<file path="config.mk">
export PLATFORM = sky130hd
export DESIGN_NAME = mix_columns_engine_flat
export DESIGN_NICKNAME = d
export VERILOG_FILES = /design/src/rtl/mix_columns_engine_if.sv /design/src/rtl/mix_columns_engine.sv /design/src/flat_wrapper.sv
export SDC_FILE = /design/constraint.sdc
export NUM_CORES = 1
export LEC_CHECK = 0
export BUFFER_PORTS_ARGS = -buffer_cell sky130_fd_sc_hd__buf_2
export CELL_PAD_IN_SITES_DETAIL_PLACEMENT = 1
export CELL_PAD_IN_SITES_GLOBAL_PLACEMENT = 1
export CORE_MARGIN = 4
export CORE_UTILIZATION = 45
export CTS_BUF_LIST = sky130_fd_sc_hd__clkbuf_2
export DETAILED_ROUTE_END_ITERATION = 12
export GPL_TIMING_DRIVEN = 0
export PLACE_DENSITY_LB_ADDON = 0.3
export SLEW_MARGIN = 20
export SYNTH_ARGS = -nofsm -noshare
export SYNTH_HDL_FRONTEND = slang
export SYNTH_SLANG_ARGS = --single-unit
</file>
<file path="constraint.sdc">
create_clock -name clk -period 8.38 [get_ports clk]
set_input_delay 1.257 -clock clk [delete_from_list [all_inputs] [get_ports clk]]
set_output_delay 1.257 -clock clk [all_outputs]
set_load 0.01 [all_outputs]
</file>
<file path="src/rtl/mix_columns_engine_if.sv">
// Handshake bundle between a round datapath and mix_columns_engine.
// slave is the engine side, master the producer/consumer side.
interface mix_columns_engine_if;
  localparam int unsigned STATE_W = 128;

  logic               in_valid;
  logic               in_ready;
  logic [STATE_W-1:0] in_state;
  logic               in_inverse;
  logic               out_valid;
  logic               out_ready;
  logic [STATE_W-1:0] out_state;
  logic               busy;

  modport slave (
    input  in_valid, in_state, in_inverse, out_ready,
    output in_ready, out_valid, out_state, busy
  );

  modport master (
    output in_valid, in_state, in_inverse, out_ready,
    input  in_ready, out_valid, out_state, busy
  );
endinterface

</file>
<file path="src/rtl/mix_columns_engine.sv">
// Sequential AES MixColumns / InvMixColumns engine: COLS_PER_CYCLE columns per
// clock, in place in a working register, result held until the consumer accepts.
module mix_columns_engine #(
  parameter int unsigned COLS_PER_CYCLE = 1
) (
  input  logic              clk,
  input  logic              rst_n,
  mix_columns_engine_if.slave bus
);

  localparam int unsigned STATE_W = 128;
  localparam int unsigned COL_W   = 32;
  localparam int unsigned CNT_W   = 2;
  localparam logic [CNT_W-1:0] CNT_STEP = CNT_W'(COLS_PER_CYCLE);
  localparam logic [CNT_W-1:0] CNT_LAST = CNT_W'(4 - COLS_PER_CYCLE);

  if (COLS_PER_CYCLE != 1 && COLS_PER_CYCLE != 2 && COLS_PER_CYCLE != 4) begin : g_bad_cols
    $error("mix_columns_engine: COLS_PER_CYCLE must be 1, 2 or 4");
  end

  typedef enum logic [1:0] {
    S_IDLE = 2'd0,
    S_BUSY = 2'd1,
    S_DONE = 2'd2
  } state_e;

  state_e             state_q, state_d;
  logic [STATE_W-1:0] work_q, work_d;
  logic               mode_q, mode_d;
  logic [CNT_W-1:0]   col_cnt_q, col_cnt_d;
  logic [CNT_W-1:0]   col_idx;
  logic               in_ready_q, in_ready_d;
  logic               out_valid_q, out_valid_d;
  logic               busy_q, busy_d;

  // Multiply by 02 in GF(2^8) mod x^8+x^4+x^3+x+1.
  function automatic logic [7:0] xtime(input logic [7:0] x);
    return {x[6:0], 1'b0} ^ (x[7] ? 8'h1b : 8'h00);
  endfunction

  // One column through the circulant matrix; p/q/r/s are the row coefficients
  // applied to a[i], a[i+1], a[i+2], a[i+3] for output byte i.
  function automatic logic [31:0] mix_col(input logic [31:0] col, input logic inv);
    logic [7:0]  a  [4];
    logic [7:0]  x2 [4];
    logic [7:0]  x4 [4];
    logic [7:0]  x8 [4];
    logic [7:0]  p  [4];
    logic [7:0]  q  [4];
    logic [7:0]  r  [4];
    logic [7:0]  s  [4];
    logic [31:0] res;
    logic [1:0]  i1, i2, i3;
    res = '0;
    for (int i = 0; i < 4; i++) begin
      a[i]  = col[31-8*i -: 8];
      x2[i] = xtime(a[i]);
      x4[i] = xtime(x2[i]);
      x8[i] = xtime(x4[i]);
      if (inv) begin
        p[i] = x8[i] ^ x4[i] ^ x2[i];
        q[i] = x8[i] ^ x2[i] ^ a[i];
        r[i] = x8[i] ^ x4[i] ^ a[i];
        s[i] = x8[i] ^ a[i];
      end else begin
        p[i] = x2[i];
        q[i] = x2[i] ^ a[i];
        r[i] = a[i];
        s[i] = a[i];
      end
    end
    for (int i = 0; i < 4; i++) begin
      i1 = 2'(i + 1);
      i2 = 2'(i + 2);
      i3 = 2'(i + 3);
      res[31-8*i -: 8] = p[i] ^ q[i1] ^ r[i2] ^ s[i3];
    end
    return res;
  endfunction

  // Next-state, datapath and registered-output decode.
  always_comb begin
    state_d   = state_q;
    work_d    = work_q;
    mode_d    = mode_q;
    col_cnt_d = col_cnt_q;
    col_idx   = '0;
    unique case (state_q)
      S_IDLE: begin
        if (bus.in_valid) begin
          work_d    = bus.in_state;
          mode_d    = bus.in_inverse;
          col_cnt_d = '0;
          state_d   = S_BUSY;
        end
      end
      S_BUSY: begin
        // Column c lives at bits [(3-c)*32 +: 32]; for 2-bit c, 3-c == ~c.
        for (int unsigned j = 0; j < COLS_PER_CYCLE; j++) begin
          col_idx = col_cnt_q + CNT_W'(j);
          work_d[{~col_idx, 5'd0} +: COL_W] = mix_col(work_q[{~col_idx, 5'd0} +: COL_W], mode_q);
        end
        col_cnt_d = col_cnt_q + CNT_STEP;
        if (col_cnt_q == CNT_LAST) begin
          state_d = S_DONE;
        end
      end
      S_DONE: begin
        if (bus.out_ready) begin
          state_d = S_IDLE;
        end
      end
      default: state_d = S_IDLE;
    endcase
    in_ready_d  = (state_d == S_IDLE);
    out_valid_d = (state_d == S_DONE);
    busy_d      = (state_d != S_IDLE);
  end

  always_ff @(posedge clk or negedge rst_n) begin
    if (!rst_n) begin
      state_q     <= S_IDLE;
      work_q      <= '0;
      mode_q      <= 1'b0;
      col_cnt_q   <= '0;
      in_ready_q  <= 1'b1;
      out_valid_q <= 1'b0;
      busy_q      <= 1'b0;
    end else begin
      state_q     <= state_d;
      work_q      <= work_d;
      mode_q      <= mode_d;
      col_cnt_q   <= col_cnt_d;
      in_ready_q  <= in_ready_d;
      out_valid_q <= out_valid_d;
      busy_q      <= busy_d;
    end
  end

  assign bus.in_ready  = in_ready_q;
  assign bus.out_valid = out_valid_q;
  assign bus.busy      = busy_q;
  assign bus.out_state = work_q;

endmodule

</file>
<file path="src/flat_wrapper.sv">
// flat-port wrapper written by rule: the top's interface ports become plain ports
module mix_columns_engine_flat 
#(
  parameter int unsigned COLS_PER_CYCLE = 1
)
  (clk, rst_n, bus_in_valid, bus_in_state, bus_in_inverse, bus_out_ready, bus_in_ready, bus_out_valid, bus_out_state, bus_busy);
  mix_columns_engine_if bus_i ();
  input  logic clk;
  input  logic rst_n;
  input wire logic [$bits(bus_i.in_valid)-1:0] bus_in_valid;
  input wire logic [$bits(bus_i.in_state)-1:0] bus_in_state;
  input wire logic [$bits(bus_i.in_inverse)-1:0] bus_in_inverse;
  input wire logic [$bits(bus_i.out_ready)-1:0] bus_out_ready;
  output wire logic [$bits(bus_i.in_ready)-1:0] bus_in_ready;
  output wire logic [$bits(bus_i.out_valid)-1:0] bus_out_valid;
  output wire logic [$bits(bus_i.out_state)-1:0] bus_out_state;
  output wire logic [$bits(bus_i.busy)-1:0] bus_busy;
  assign bus_i.in_valid = bus_in_valid;
  assign bus_i.in_state = bus_in_state;
  assign bus_i.in_inverse = bus_in_inverse;
  assign bus_i.out_ready = bus_out_ready;
  assign bus_in_ready = bus_i.in_ready;
  assign bus_out_valid = bus_i.out_valid;
  assign bus_out_state = bus_i.out_state;
  assign bus_busy = bus_i.busy;
  mix_columns_engine #(.COLS_PER_CYCLE(COLS_PER_CYCLE)) u_core (.clk(clk), .rst_n(rst_n), .bus(bus_i));
endmodule
</file>
==> reports/metrics.yaml, run 1 <==
synth_cells: 896
slew_viol_final: 0
clockBufferDepth: 2
cp.buffers_inverters: 4
num_vias: 8818
rows: 52
ys_warn_count: 0
async_reset_ff_frac: 1.00
status: "completed"
syn2layout_area_growth_pct: 20.8
cts_resized: 0
netlist_top_cells_count: "dfrtp_1, xnor2_1, a21oi_1, nor2_1, o21ai_0"
io_pins: 264
synth.area.mux_share: 0.0831
cts_inserted_buffers: 17
path_delay_family: "XOR/XNOR gates"
yosysMostFrequentCell: "dfrtp_1"
synthXorXnorAreaFrac: 0.237
cts.sinks: 136
synthesis.nets: 1033
startpoint: "u_core.col_cnt_q[1]"
ys_seq_area_frac: 0.368
grt_pass1_wl_um: 55800
clock_tree.root_cell: "clkbuf_2"
maxSlewHeadroom: 0.373
fin_crit_ns: 4.41
hold_viol: 0
drv_cap: 0
die_w_um: 151
worstPathRequired_ns: 9.13
dieArea_um2: 22900
postSynthAreaPerCell_um2: 10.3
rsz0062_at_grt: "false"
cts.clk_slew.worst_paths_ns: 0.26
syn_area_um2: 9250
start_kind: "flip-flop"
yosysTopAreaCell: "dfrtp_1"
cp_slowest_cell: "mux4_2"
synth_ff_type: "dfrtp_1"
core-area_um2: 20200
synth-compound-area-share: 0.178
finalSetupViolations: 0
fmax_mhz: 227
crit_arrival_ns: 5.16
rrSetupSlack_ns: 3.97
antenna_found_initial: 1
htreeDepth: 4
routabilityCongestion: 0.956
grt_usage: 0.335
io_buffer_count: 263
cts_tree: "yes"
worst_slew_pin_slew_ns: 0.940
fin_setup_tns_ns: 0
ys_ff_latch: 136
drcViolationCount: 0
synth_top_area_frac: 0.365
fin_nets: 1317
synth_area_leaders: "dfrtp_1, xnor2_1, mux4_2"
cts_setup_buffers: 0
routedWlPerCell_um: 26.2
synth_top_family_by_area: "XOR/XNOR gates"
hold_path_class: "in -> async"
grt_pass1_vias: 9226
crit_path_end_kind: "flip-flop"
clock_skew_ns: 0.0468
vias_per_cell: 6.02
grt_max_degree: 70
crit_top_cell: "xnor2_1"
drtPass1Iterations: 5
worst-path-max-fanout: 10
yosys.area_share.simple: 0.0867
initialDrtViolationCount: 652
synth_edf_count: 0
start_util: 0.457
synthDistinctLibCells: 41
grt_overflow_total: 0
reg2reg_from: "u_core.col_cnt_q[1]"
routed_wl_um: 38400
critical-path-max-stage-delay_ns: 0.49
path_class: "reg -> reg"
dp_hpwl_um: 28600
fin_crit_sh: 0.526
clkLatencyLatePin_ns: 0.81
nFillCells: 2402
synthAdderAreaFrac: 0.00541
drive_gt1_frac: 0.319
die_h_um: 151
cts_hold_buf: 0
final_antenna_net_count: 0
path_cells: "buf_2, buf_4, buf_2, mux4_2, buf_4, xnor2_1, xnor3_1, xnor2_1, nand2_1, xnor2_1, o21ai_0, o21a_1"
layout make-up:
type                            instances  area, um^2  share of cell area
Tap cell                              270         338              0.0302
Timing Repair Buffer                  265        1360               0.122
Clock buffer                           18        90.1             0.00807
Antenna cell                            1        2.50            0.000224
Sequential cell                       136        3400               0.305
Multi-Input combinational cell        677        5470               0.489
Clock inverter                         14         125              0.0112
Buffer                                 77         358              0.0320
Inverter                                6        22.5             0.00202
layout by cell type (no fill, tap or decap), drive strengths merged:
cell / netlist / layout
o21ai: 93 / 93
nand3: 3 / 3
xnor3: 20 / 20
or3: 1 / 1
or2: 1 / 1
a21oi: 85 / 85
dfstp: 1 / 1
a221oi: 40 / 40
xor2: 31 / 31
clkinvlp: 0 / 4
clkbuf: 55 / 73
dfrtp: 135 / 135
a2bb2oi: 8 / 8
mux2i: 4 / 4
bufinv: 0 / 1
ha: 4 / 4
nand2b: 2 / 2
diode: 0 / 1
mux4: 32 / 32
xnor2: 139 / 139
and4: 1 / 1
inv: 6 / 10
o21bai: 1 / 1
nor2: 87 / 87
nand4: 1 / 1
a21o: 4 / 4
and3: 42 / 42
buf: 22 / 287
nand2: 36 / 36
o21a: 40 / 40
nor3: 2 / 2
clkinv: 0 / 5
kinds of logic after synthesis:
logic type	Yosys count
adders and majority gates	4
AOI/OAI and AO/OA	271
DFF	136
xor gates and xnor gates	190
muxes	36
and+or+nand+nor	176
buffers and inverters	83
path summary, 6_finish.rpt:
path | depth (start not counted) | to
max | 12 | u_core.bus.out_state[62]
min | 1 | u_core.bus.busy
max reg2reg | 12 | u_core.bus.out_state[62]
min reg2reg | 1 | u_core.bus.out_state[122]
max in group asynchronous | 2 | u_core.bus.out_state[49]
min in group clk | 1 | u_core.bus.out_state[122]
routing by layer:
metal / vias up / track usage / share of wire
met3: 95 / 0.0928 / 0.10
li1: 3747 / - / -
met1: 4443 / 0.428 / 0.38
met5: - / 0 / 0
met4: 0 / 0.124 / 0.031
met2: 533 / 0.544 / 0.48
registers in the layout, summed over array words and instances (netlist names):
| signal | flops |
|---|---|
| u_core.bus.out_state | 128 |
| u_core.col_cnt_q | 2 |
| u_core.state_q | 2 |
| u_core.bus.busy | 1 |
| u_core.bus.in_ready | 1 |
| u_core.bus.out_valid | 1 |
| u_core.mode_q | 1 |
through the flow:
stage | setup slack (ns) | utilization | hold WS [ns] | cells | instance area (um^2)
6_report | 3.97 | 0.552 | 0.366 | 1464 | 11200
3_5_place_dp | 4.10 | 0.541 | 0.502 | 1431 | 11000
4_1_cts | 4.04 | 0.552 | 0.372 | 1463 | 11200
3_3_place_gp | 4.04 | 0.539 | 0.490 | 1429 | 10900
2_1_floorplan | 5.29 | - | 0.530 | 896 | 9250
5_1_grt | 3.84 | 0.552 | 0.370 | 1464 | 11200
Power of run 1 is not shown: default switching activity piles up to over one toggle a cycle in this logic, so the estimate is an artifact.
==> inputs of run 2 (changes only) <==
--- a/config.mk
+++ b/config.mk
@@ -5,11 +5,12 @@
 export SDC_FILE = /design/constraint.sdc
 export NUM_CORES = 1
 export LEC_CHECK = 0
+export ABC_AREA = 1
 export BUFFER_PORTS_ARGS = -buffer_cell sky130_fd_sc_hd__buf_2
 export CELL_PAD_IN_SITES_DETAIL_PLACEMENT = 1
 export CELL_PAD_IN_SITES_GLOBAL_PLACEMENT = 1
 export CORE_MARGIN = 4
-export CORE_UTILIZATION = 45
+export CORE_UTILIZATION = 35
 export CTS_BUF_LIST = sky130_fd_sc_hd__clkbuf_2
 export DETAILED_ROUTE_END_ITERATION = 12
 export GPL_TIMING_DRIVEN = 0
==> constraint.sdc (replaced) <==
create_clock -name clk -period 3.9 [get_ports clk]
set_input_delay 0.585 -clock clk [delete_from_list [all_inputs] [get_ports clk]]
set_output_delay 0.585 -clock clk [all_outputs]
set_load 0.01 [all_outputs]
==> run 2 against run 1 <==
Hold slack got worse by 0.30 ns. Global-route usage up 2.2 points. Setup slack lost 3.9 ns. Critical path depth increased by 1. Wire length increased by 73%. Clock skew up 0.0068 ns. Cell count rose by 78%. Non-clock buffer count up 22. Design area increased by 25%. Via count is 69% higher. Largest cell class unchanged.
==> reports/metrics.yaml, run 2 <==
multi_input_area_um2: 7500
status: "completed"
cts.sinks: 136
nFillCells: 4568
fin_setup_tns_ns: 0
synth_ff_type: "dfrtp_1"
synth_top_area_frac: 0.288
yosysMostFrequentCell: "nand2_1"
dieArea_um2: 36500
rows: 66
initialDrtViolationCount: 1320
grt_max_degree: 74
cp.buffers_inverters: 4
antenna_found_initial: 1
cts.clk_slew.worst_paths_ns: 0.25
routedWlPerCell_um: 25.6
crit_arrival_ns: 4.55
grt_overflow_total: 0
rrSetupSlack_ns: 0.07
synth_cells: 1859
hold_path_class: "in -> reg"
largest_reg_flops: 128
synth_edf_count: 0
startpoint: "u_core.col_cnt_q[1]"
final_common_cell: "nand2_1"
final_cell_mix: "nand2_1, buf_2, a21oi_1"
final_util: 0.424
syn2layout_area_growth_pct: 18.5
cts_tree: "yes"
dr_wl_met3_um: 6050
ys_ff_latch: 136
grt_usage: 0.357
path_cells: "buf_4, inv_4, buf_2, nand3_1, nand2_1, inv_1, nand3_1, nand3_2, o21ai_0, xor2_1, xor2_1, nand3_1, a21oi_1"
num_vias: 14913
hold_viol: 0
drive_gt1_frac: 0.190
grt_pass1_vias: 15320
start_util: 0.358
routabilityCongestion: 0.977
drtPass1Iterations: 7
clockBufferDepth: 2
syn_area_um2: 11700
clock_skew_ns: 0.0536
dp_hpwl_um: 54000
cts_inserted_buffers: 17
top_layer: "met4"
clkLatencyLatePin_ns: 0.79
crit_path_end_kind: "flip-flop"
drcViolationCount: 0
path_depth: 13
vias_per_cell: 5.74
die_w_um: 191
dp_cells: 2565
final_cells: 2599
die_h_um: 191
worstSetupEndpoint: "u_core.bus.out_state[74]"
async_reset_ff_frac: 1.00
crit_top_cell: "nand3_1"
fin_crit_ns: 3.83
cp_slowest_cell: "xor2_1"
ys_seq_area_frac: 0.290
finalSetupViolations: 0
netlist_top_cells_count: "nand2_1, a21oi_1, nand3_1, nor2_1, dfrtp_1"
start_kind: "flip-flop"
clock_tree.root_cell: "clkbuf_2"
synth_area_leaders: "dfrtp_1, nand2_1, a21oi_1"
cts_setup_buffers: 0
drv_cap: 0
worst-path-max-fanout: 10
htreeDepth: 4
final_antenna_net_count: 0
timing.rr.end: "u_core.bus.out_state[74]"
slew_viol_final: 0
worst_slew_pin_slew_ns: 0.860
synthDistinctLibCells: 37
reg2reg_from: "u_core.col_cnt_q[1]"
regArea_um2: 3400
ys_warn_count: 0
postSynthAreaPerCell_um2: 6.32
fin_nets: 2281
critical-path-max-stage-delay_ns: 0.55
met1_length_um: 26100
fin_crit_sh: 0.983
met2_length_um: 30800
yosysTopAreaCell: "dfrtp_1"
fmax_mhz: 261
worstPathRequired_ns: 4.61
grt_pass1_wl_um: 96700
path_class: "reg -> reg"
rsz0062_at_grt: "false"
maxSlewHeadroom: 0.427
ff2ff_path_depth: 13
io_pins: 264
path_delay_family: "simple AND/OR/NAND/NOR gates"
synthesis.nets: 1996
routed_wl_um: 66500
core-area_um2: 32800
io_buffer_count: 263
run 2: changes by cell type after synthesis, sizes merged, moves of 42 or more:
cell	change
nor2	+75
o21ai	-63
nand4	+46
inv	+97
nand3	+223
xor2	+55
xnor2	-93
and3	-42
a21oi	+170
nand2	+599
run 2: cell type report:
type | count | share of cell area
clock buffer | 18 | 0.00647
sequential | 136 | 0.245
buffer | 98 | 0.0343
antenna | 1 | 0.000180
timing repair buffer | 266 | 0.0987
inverter | 103 | 0.0280
tap | 442 | 0.0397
multi-input combinational | 1522 | 0.539
clock inverter | 13 | 0.00926
run 2: metrics by stage:
step,setup WS (ns),cell area (um^2),hold WS (ns)
after global placement,-0.297,13600,0.542
final,0.0662,13900,0.0682
after global routing,0.0196,13900,0.0132
after floorplan,1.20,11700,0.289
after CTS,0.0761,13900,0.0308
after detailed placement,-0.324,13600,0.557
run 2: per-layer routing:
layer | vias up | GRT usage
li1 | 6645 | -
met1 | 7288 | 0.449
met2 | 787 | 0.581
met3 | 193 | 0.0836
met4 | 0 | 0.168
met5 | - | 0
run 2: repair_timing:
action                     4_1_cts  5_1_grt
setup endpoints to repair       51       18
gates cloned                     0        0
hold endpoints to repair        64        0
resized for setup                6        8
hold buffers                     2        0
pin swaps                        0        0
run 2: logic make-up after synthesis:
| group | synth area share |
|---|---|
| and+or+nand+nor | 0.399 |
| AOI/OAI and AO/OA | 0.128 |
| buffers and inverters | 0.0730 |
| DFF | 0.290 |
| xor gates and xnor gates | 0.105 |
| adders and majority gates | 0.00426 |
run 2: worst min-delay path by stage:
stage	from	end	slack, ns	depth (start not counted)
after detailed placement	u_core.bus.out_state[52]	u_core.bus.out_state[52]	0.56	2
after global placement	u_core.bus.out_state[50]	u_core.bus.out_state[50]	0.54	2
after CTS	bus_in_state[52]	u_core.bus.out_state[52]	0.03	3
after floorplan	rst_n	u_core.bus.busy	0.29	0
after global routing	bus_in_state[49]	u_core.bus.out_state[49]	0.01	3
final	bus_in_state[52]	u_core.bus.out_state[52]	0.07	3
run 2: tightest hold or removal path, cell delays in order:
cell	delay, ns
buf_2	0.08
a21oi_1	0.05
a21oi_1	0.13
Power of run 2 is left out for the same reason.
==> inputs of run 3 (changes only) <==
--- a/config.mk
+++ b/config.mk
@@ -7,10 +7,10 @@
 export LEC_CHECK = 0
 export ABC_AREA = 1
 export BUFFER_PORTS_ARGS = -buffer_cell sky130_fd_sc_hd__buf_2
-export CELL_PAD_IN_SITES_DETAIL_PLACEMENT = 1
-export CELL_PAD_IN_SITES_GLOBAL_PLACEMENT = 1
+export CELL_PAD_IN_SITES_DETAIL_PLACEMENT = 0
+export CELL_PAD_IN_SITES_GLOBAL_PLACEMENT = 2
 export CORE_MARGIN = 4
-export CORE_UTILIZATION = 35
+export CORE_UTILIZATION = 27
 export CTS_BUF_LIST = sky130_fd_sc_hd__clkbuf_2
 export DETAILED_ROUTE_END_ITERATION = 12
 export GPL_TIMING_DRIVEN = 0
==> run 3 against run 2 <==
Highest routed layer unchanged. First-iteration DRC count up 13%. Sequential share of layout area down 1.9 points. Critical path depth up 2.
==> reports/metrics.yaml, run 3 (synthesis gave the netlist of run 2 again) <==
dieArea_um2: 46900
dp_hpwl_um: 55000
drv_cap: 0
clockBufferDepth: 2
final_cells: 2841
pre_cts_ws_ns: -0.408
die_w_um: 217
hold_path_class: "in -> reg"
clock_skew_ns: 0.0430
final_area_um2: 15100
fin_nets: 2379
initialDrtViolationCount: 1498
slew_viol_final: 0
num_vias: 14609
largest_reg_flops: 128
drcViolationCount: 0
cts_setup_buffers: 0
start_kind: "flip-flop"
grt_usage: 0.282
cts_tree: "yes"
die_h_um: 217
fin_ws_ns: 0.171
status: "completed"
clkLatencyLatePin_ns: 0.87
cts.sinks: 136
finalSetupViolations: 0
hold_viol: 0
crit_path_end_kind: "flip-flop"
final_common_cell: "nand2_1"
worstPathRequired_ns: 4.70
final_cell_mix: "nand2_1, buf_2, a21oi_1"
worst-path-max-fanout: 10
grt_pass1_vias: 14326
htreeDepth: 4
core-area_um2: 43100
drtPass1Iterations: 6
maxSlewHeadroom: 0.435
antenna_found_initial: 1
regArea_um2: 3400
routed_wl_um: 68000
crit_arrival_ns: 4.53
grt_max_degree: 82
routabilityCongestion: 0.951
vias_per_cell: 5.14
start_util: 0.273
nFillCells: 4804
syn2layout_area_growth_pct: 28.7
io_buffer_count: 263
grt_pass1_wl_um: 97500
post_dp_cell_area_um2: 13800
routedWlPerCell_um: 23.9
io_pins: 264
path_class: "reg -> reg"
cts.clk_slew.worst_paths_ns: 0.24
final_antenna_net_count: 0
worst_slew_pin_slew_ns: 0.847
grt_overflow_total: 0
fmax_mhz: 268
fin_crit_ns: 3.73
multi_input_area_um2: 7510
rows: 76
dp_cells: 2708
fin_crit_sh: 0.956
drive_gt1_frac: 0.180
cts_inserted_buffers: 17
clock_tree.root_cell: "clkbuf_2"
rsz0062_at_grt: "false"
==> run 3: cell count changes in the layout (fill, tap and decap cells not counted), sizes merged <==
cell and delta:
clkbuf -2, clkinvlp -2, buf +1, dlygate4sd3 +98
clkinv +3, bufinv +1
==> run 3: final cells by class <==
class	instances	share of cell area
Buffer	98	0.0316
Timing Repair Buffer	364	0.156
Clock inverter	15	0.0104
Inverter	103	0.0258
Clock buffer	17	0.00563
Multi-Input combinational cell	1522	0.497
Sequential cell	136	0.225
Tap cell	585	0.0484
Antenna cell	1	0.000166
==> run 3: what timing repair did <==
item | CTS | global route
pin swaps | 0 | 0
hold buffers | 100 | 0
gates resized for setup | 5 | 12
endpoints found under the hold margin | 155 | 0
setup endpoints to repair | 63 | 27
==> run 3: path summary, 6_finish.rpt <==
path	startpoint	end	slack (ns)	cells past startpoint
max	u_core.col_cnt_q[0]	u_core.bus.out_state[109]	0.17	15
min	bus_in_state[7]	u_core.bus.out_state[7]	0.05	3
max reg2reg	u_core.col_cnt_q[0]	u_core.bus.out_state[109]	0.17	15
min reg2reg	u_core.state_q[0]	u_core.bus.out_valid	0.58	3
max in group asynchronous	rst_n	u_core.bus.out_state[43]	2.82	3
min in group asynchronous	rst_n	u_core.bus.out_state[97]	0.18	2
==> run 3: routing by layer <==
metal | up-vias | share of wire | global-route usage
met3 | 110 | 0.071 | 0.0408
met2 | 674 | 0.47 | 0.474
met5 | - | 0 | 0
met4 | 0 | 0.034 | 0.0909
li1 | 6848 | - | -
met1 | 6977 | 0.42 | 0.375
==> run 3: critical path, stage by stage (launching register included) <==
cell	delay [ns]
dfrtp_1	0.52
inv_2	0.21
buf_2	0.33
nand2_1	0.14
nand2_1	0.09
nand2_1	0.09
nand2_1	0.31
nand2_1	0.12
nand3_1	0.08
nand3_1	0.28
nand2_1	0.19
nand2_1	0.10
xnor2_1	0.27
xor2_2	0.53
nand4_1	0.20
a21oi_1	0.17
==> run 3: stage by stage <==
| stage | TNS [ns] | hold WS, ns | util |
|---|---|---|---|
| floorplan | 0 | 0.289 | - |
| global placement | -12.30 | 0.544 | 0.320 |
| detailed placement | -11.84 | 0.544 | 0.321 |
| CTS | 0 | 0.000124 | 0.350 |
| global route | 0 | 0.0163 | 0.351 |
| finish | 0 | 0.0462 | 0.351 |
Power of run 3 is left out for the same reason.
